File: config.mk
export PLATFORM = sky130hd
export DESIGN_NAME = monitor_report_sched
export DESIGN_NICKNAME = d
export VERILOG_FILES = /design/src/rtl/monitor_pkg.sv /design/src/rtl/report_fifo.sv /design/src/rtl/monitor_report_sched.sv
export SDC_FILE = /design/constraint.sdc
export NUM_CORES = 1
export LEC_CHECK = 0
export ABC_AREA = 1
export BUFFER_PORTS_ARGS = -buffer_cell sky130_fd_sc_hd__buf_2
export CORE_ASPECT_RATIO = 1.5
export CORE_MARGIN = 2
export CORE_UTILIZATION = 61
export CTS_CLUSTER_DIAMETER = 150
export DETAILED_ROUTE_END_ITERATION = 10
export PLACE_DENSITY_LB_ADDON = 0.25
export SETUP_SLACK_MARGIN = 0.3
export SLEW_MARGIN = 20
export SYNTH_ARGS = -nofsm -noshare
export SYNTH_HDL_FRONTEND = slang
export SYNTH_SLANG_ARGS = --single-unit
File: constraint.sdc
create_clock -name clk -period 4 [get_ports clk]
set_input_delay 0.4 -clock clk [delete_from_list [all_inputs] [get_ports clk]]
set_output_delay 0.4 -clock clk [all_outputs]
set_load 0.01 [all_outputs]
File: src/rtl/monitor_pkg.sv
// Constants and entry layout shared between the report scheduler and the monitor cluster stage wrappers.
package monitor_pkg;

   localparam int N_REPORTS  = 40;
   localparam int ID_W       = 6;
   localparam int STAMP_W    = 32;
   localparam int FIFO_DEPTH = 8;

   typedef struct packed {
      logic [ID_W-1:0]    id;
      logic [STAMP_W-1:0] stamp;
   } report_entry_t;

endpackage

File: src/rtl/report_fifo.sv
// Synchronous FIFO with combinational head output; the clear input empties it on the next edge.
module report_fifo #(
   parameter int WIDTH = 38,
   parameter int DEPTH = 8,
   localparam int PTR_W = $clog2(DEPTH),
   localparam int CNT_W = PTR_W + 1
) (
   input  logic             clk,
   input  logic             reset_n,
   input  logic             clear,
   input  logic             push,
   input  logic             pop,
   input  logic [WIDTH-1:0] din,
   output logic [WIDTH-1:0] dout,
   output logic             full,
   output logic             empty,
   output logic [CNT_W-1:0] count
);

   logic [WIDTH-1:0] mem [DEPTH];
   logic [PTR_W-1:0] wr_ptr_reg;
   logic [PTR_W-1:0] rd_ptr_reg;
   logic [CNT_W-1:0] count_reg;
   logic             do_push;
   logic             do_pop;

   assign do_pop  = pop & (count_reg != '0);
   // A full FIFO still accepts a push when the head leaves in the same cycle.
   assign do_push = push & (!full | do_pop);

   always_ff @(posedge clk or negedge reset_n) begin
      if (!reset_n) begin
         wr_ptr_reg <= '0;
         rd_ptr_reg <= '0;
         count_reg  <= '0;
      end else if (clear) begin
         wr_ptr_reg <= '0;
         rd_ptr_reg <= '0;
         count_reg  <= '0;
      end else begin
         if (do_push) wr_ptr_reg <= wr_ptr_reg + 1'b1;
         if (do_pop)  rd_ptr_reg <= rd_ptr_reg + 1'b1;
         count_reg <= count_reg + CNT_W'(do_push) - CNT_W'(do_pop);
      end
   end

   always_ff @(posedge clk) begin
      if (do_push) mem[wr_ptr_reg] <= din;
   end

   assign dout  = mem[rd_ptr_reg];
   assign full  = (count_reg == CNT_W'(DEPTH));
   assign empty = (count_reg == '0);
   assign count = count_reg;

endmodule

File: src/rtl/monitor_report_sched.sv
// Serialises one-hot monitor reports into {id, stamp} entries, stalling the symbol feed
// while a captured snapshot is still draining.
module monitor_report_sched #(
   parameter int N_REPORTS  = monitor_pkg::N_REPORTS,
   parameter int ID_W       = monitor_pkg::ID_W,
   parameter int STAMP_W    = monitor_pkg::STAMP_W,
   parameter int FIFO_DEPTH = monitor_pkg::FIFO_DEPTH
) (
   input  logic                 clk,
   input  logic                 reset_n,
   input  logic                 run,
   input  logic [N_REPORTS-1:0] reports_i,
   input  logic                 clear,
   output logic                 stall_o,
   output logic                 rpt_valid,
   input  logic                 rpt_ready,
   output logic [ID_W-1:0]      rpt_id,
   output logic [STAMP_W-1:0]   rpt_stamp,
   output logic                 overflow,
   output logic                 busy
);

   localparam int ENTRY_W = ID_W + STAMP_W;
   localparam int CNT_W   = $clog2(FIFO_DEPTH) + 1;
   localparam logic [N_REPORTS-1:0] ONE = {{(N_REPORTS-1){1'b0}}, 1'b1};

   function automatic logic [ID_W-1:0] lowest_set(input logic [N_REPORTS-1:0] v);
      lowest_set = '0;
      for (int i = N_REPORTS - 1; i >= 0; i--) begin
         if (v[i]) lowest_set = ID_W'(i);
      end
   endfunction

   logic [STAMP_W-1:0]   sym_cnt_reg;
   logic [STAMP_W-1:0]   stamp_d_reg;
   logic                 run_d_reg;
   logic [N_REPORTS-1:0] snap_reg;
   logic [N_REPORTS-1:0] snap_next;
   logic [STAMP_W-1:0]   snap_stamp_reg;
   logic                 snap_valid_reg;
   logic                 overflow_reg;
   logic [ID_W-1:0]      low_id;
   logic                 hit;
   logic                 pop;
   logic                 push;
   logic                 fifo_full;
   logic                 fifo_empty;
   logic [CNT_W-1:0]     fifo_count;
   logic [ENTRY_W-1:0]   fifo_dout;

   assign hit       = run_d_reg & (|reports_i);
   assign stall_o   = snap_valid_reg | hit;
   assign pop       = rpt_valid & rpt_ready;
   assign push      = snap_valid_reg & (!fifo_full | pop);
   assign low_id    = lowest_set(snap_reg);
   assign snap_next = snap_reg & ~(ONE << low_id);

   always_ff @(posedge clk or negedge reset_n) begin
      if (!reset_n) begin
         sym_cnt_reg    <= '0;
         stamp_d_reg    <= '0;
         run_d_reg      <= 1'b0;
         snap_reg       <= '0;
         snap_stamp_reg <= '0;
         snap_valid_reg <= 1'b0;
         overflow_reg   <= 1'b0;
      end else if (clear) begin
         sym_cnt_reg    <= '0;
         stamp_d_reg    <= '0;
         run_d_reg      <= 1'b0;
         snap_reg       <= '0;
         snap_stamp_reg <= '0;
         snap_valid_reg <= 1'b0;
         overflow_reg   <= 1'b0;
      end else begin
         if (run) begin
            sym_cnt_reg <= sym_cnt_reg + 1'b1;
            stamp_d_reg <= sym_cnt_reg;
         end
         run_d_reg <= run;
         // Capture and drain are exclusive: drain needs snap_valid, capture needs it clear.
         if (hit && !snap_valid_reg) begin
            snap_reg       <= reports_i;
            snap_stamp_reg <= stamp_d_reg;
            snap_valid_reg <= 1'b1;
         end else begin
            if (hit) overflow_reg <= 1'b1;
            if (push) begin
               snap_reg       <= snap_next;
               snap_valid_reg <= |snap_next;
            end
         end
      end
   end

   report_fifo #(
      .WIDTH (ENTRY_W),
      .DEPTH (FIFO_DEPTH)
   ) u_fifo (
      .clk     (clk),
      .reset_n (reset_n),
      .clear   (clear),
      .push    (push),
      .pop     (pop),
      .din     ({low_id, snap_stamp_reg}),
      .dout    (fifo_dout),
      .full    (fifo_full),
      .empty   (fifo_empty),
      .count   (fifo_count)
   );

   assign rpt_valid = !fifo_empty;
   assign rpt_id    = fifo_dout[ENTRY_W-1:STAMP_W];
   assign rpt_stamp = fifo_dout[STAMP_W-1:0];
   assign overflow  = overflow_reg;
   assign busy      = snap_valid_reg | (fifo_count != '0);

endmodule
==> out/summary.txt <==
status: finished, violations left
failing checks: hold timing
max frequency: 274 MHz
Non-Filler Instances: 2403
post-place setup slack: 0.0898 ns
largest family of logic cells by synthesized area: simple AND/OR/NAND/NOR gates
DRT Wirelength: 47300 µm
H-tree depth: 2
top cell type's share of synthesized area: 0.473
type of the worst setup path: reg2reg
CTS tree: yes
Vias: 14300
drt wl/cell: 19.7 µm
Critical Path AT: 4.08 ns
RePlAce Congestion: 1.00
post-synthesis simple-gate area fraction: 0.146
pwr dens: 539 nW/µm²
ANT cells: 0
endpoints failing setup: 0
CP Max Fanout: 5
fin area: 22100 µm²
Cells after DPL: 2302
Min Clock Period, post-route: 3.65 ns
Reg2Reg Launch Point: snap_reg[38]
YS warnings: 0
final hold vios: 12
placed cell areas: 20400 µm²
Root Buffer: clkbuf_16
Synth Net Count: 1918
Vias/cell: 5.93
DR pass1 iterations: 5
core area: 31100 µm²
mapped cell area: 19300 µm²
Post-Synth XOR/XNOR Area: 0.000454
CTS Sinks: 453
post-DP HPWL: 29000 µm
maximum VDD drop: 0.462 mV
Yosys reg bits: 453
Setup TNS: 0 ns
EDFF count, synth: 304
Post-Syn Area per Cell: 10.4 µm²
largest net degree at the start of global routing: 101
ys flop type: edfxtp_1
Leak: 8.64 nW
worst min path class: in2async
distinct cell type count after synthesis: 42
ranking of synthesized cells by area: edfxtp_1, dfrtp_1, nor2_1
Starting Density: 0.620
Reg clk slew, reported paths: 0.07 ns
most used cell, CP: nand2_1
RSZ-0062 raised after global routing: yes
Hold Buf Count CTS: 0
maximum capacitance violations: 0
Worst-Skew Late Latency: 0.55 ns
Slew @ Worst Pin: 0.973 ns
top cells by count, synth: nor2_1, edfxtp_1, o21ai_0
slack of the critical path: 0.353 ns
worst hold slack: -0.0244 ns
DRT iter0 DRCs: 1162
I/O Pins: 87
vias in the first global route: 14000
Die Y: 222 µm
Total GRT Usage: 0.285
Startpoint Class: register
Crit. End Element: register
Critical Path Start: snap_reg[38]
Adder-Cell Fraction of Synth Area: 0.00687
cell taking the most area after synthesis: edfxtp_1
first-pass GRT wire length: 72700 µm
Final Max Slew Viols: 0
Fin Clk Skew: 0.0139 ns
grt ovf: 0
synthesized instance count: 1863
crit-path max cell delay: 0.38 ns
Die X: 149 µm
Seq/Total Area, Yosys: 0.666
initial antenna violation count: 0
Num CTS Buffers: 40
Compound-Gate Fraction of Synth Area: 0.127
DRT antenna net count: 0
Slowest cell on crit path: dfrtp_1
IO buf count: 86
top-count cell post-synth: nor2_1
share of cells above drive strength 1: 0.152
clk buf depth: 3
Die Area: 33100 µm²
FP Rows: 79
fill count: 2197
Synth async-reset ratio: 0.329
period utilization: 0.912
Worst slew margin: 0.351
drt drc: 0
required time of the critical path: 4.43 ns
Total Nets Final: 2021
mux cell area share after synthesis: 0
max reg flops: 304
Area growth, synth to finish: 14.4%
kinds of logic (layout without fill, tap and decap cells):
logic type | after synthesis | after routing
simple gates | 677 | 677
flops | 453 | 453
compound gates | 446 | 446
buf+inv | 276 | 411
fa+ha+maj | 10 | 10
xor+xnor | 1 | 1
worst max-delay path, delay by kind of cell, from the launching register on:
| kind | cells | cell delay [ns] |
|---|---|---|
| AOI/OAI and AO/OA | 2 | 0.18 |
| buffers and inverters | 3 | 0.41 |
| DFF | 1 | 0.38 |
| and+or+nand+nor | 42 | 2.58 |
repair_timing:
item                                    CTS  global route
resized for setup                         5            63
setup buffers                             0            27
endpoints found under the setup margin    2            39
pin swaps                                 0            29
report_power, final:
part	switching, W	leakage [nW]	internal, W
clock network	0.00161	0.623	0.00211
registers	0.0000826	4.90	0.00516
logic	0.00198	3.11	0.000959
total	0.00367	8.64	0.00823
final timing paths:
| path | end | slack (ns) | cells after the start |
|---|---|---|---|
| hold reg to reg | sym_cnt_reg[4] | 0.49 | 1 |
| min in group clk | snap_reg[0] | 0.15 | 3 |
| hold / removal | snap_stamp_reg[31] | -0.02 | 1 |
| max in group asynchronous | snap_stamp_reg[10] | 3.20 | 2 |
| setup / recovery | snap_valid_reg | 0.35 | 47 |
| setup reg to reg | snap_valid_reg | 0.35 | 47 |
area by class of cell:
| class | count | area [µm²] | area share |
|---|---|---|---|
| clock buffer | 62 | 1180 | 0.0537 |
| inverter | 184 | 697 | 0.0316 |
| tap | 405 | 507 | 0.0230 |
| sequential | 453 | 12900 | 0.583 |
| multi-input combinational | 1134 | 5710 | 0.258 |
| clock inverter | 12 | 90.1 | 0.00408 |
| timing repair buffer | 153 | 1030 | 0.0467 |
placed cells by master (no fill, tap or decap), types with 10 or more instances in the layout:
| cell | n |
|---|---|
| nor2_1 | 335 |
| edfxtp_1 | 304 |
| o21ai_0 | 243 |
| nand2_1 | 216 |
| inv_1 | 171 |
| dfrtp_1 | 147 |
| o22ai_1 | 95 |
| buf_2 | 85 |
| buf_4 | 59 |
| a31oi_1 | 45 |
| clkbuf_16 | 41 |
| a21oi_1 | 31 |
| nand3_1 | 22 |
| nor2_2 | 17 |
| nor2_4 | 15 |
| nand4_1 | 15 |
| nand2_2 | 14 |
| clkbuf_1 | 13 |
| inv_2 | 10 |
| nor3_1 | 10 |
stage by stage:
step / utilization / total power, W
CTS: 0.695 / 0.0118
global route: 0.709 / 0.0124
detailed placement: 0.654 / 0.00811
global placement: 0.654 / 0.00805
finish: 0.709 / 0.0119
floorplan: - / 0.00714
layer usage:
layer | part of all wire | track usage | wire (µm) | vias up
li1 | - | - | - | 6623
met1 | 0.37 | 0.340 | 17400 | 6890
met2 | 0.52 | 0.505 | 24700 | 599
met3 | 0.056 | 0.0331 | 2640 | 149
met4 | 0.054 | 0.147 | 2540 | 0
met5 | 0 | 0 | 0 | -
No activity file was read; power rests on OpenSTA's default activity.
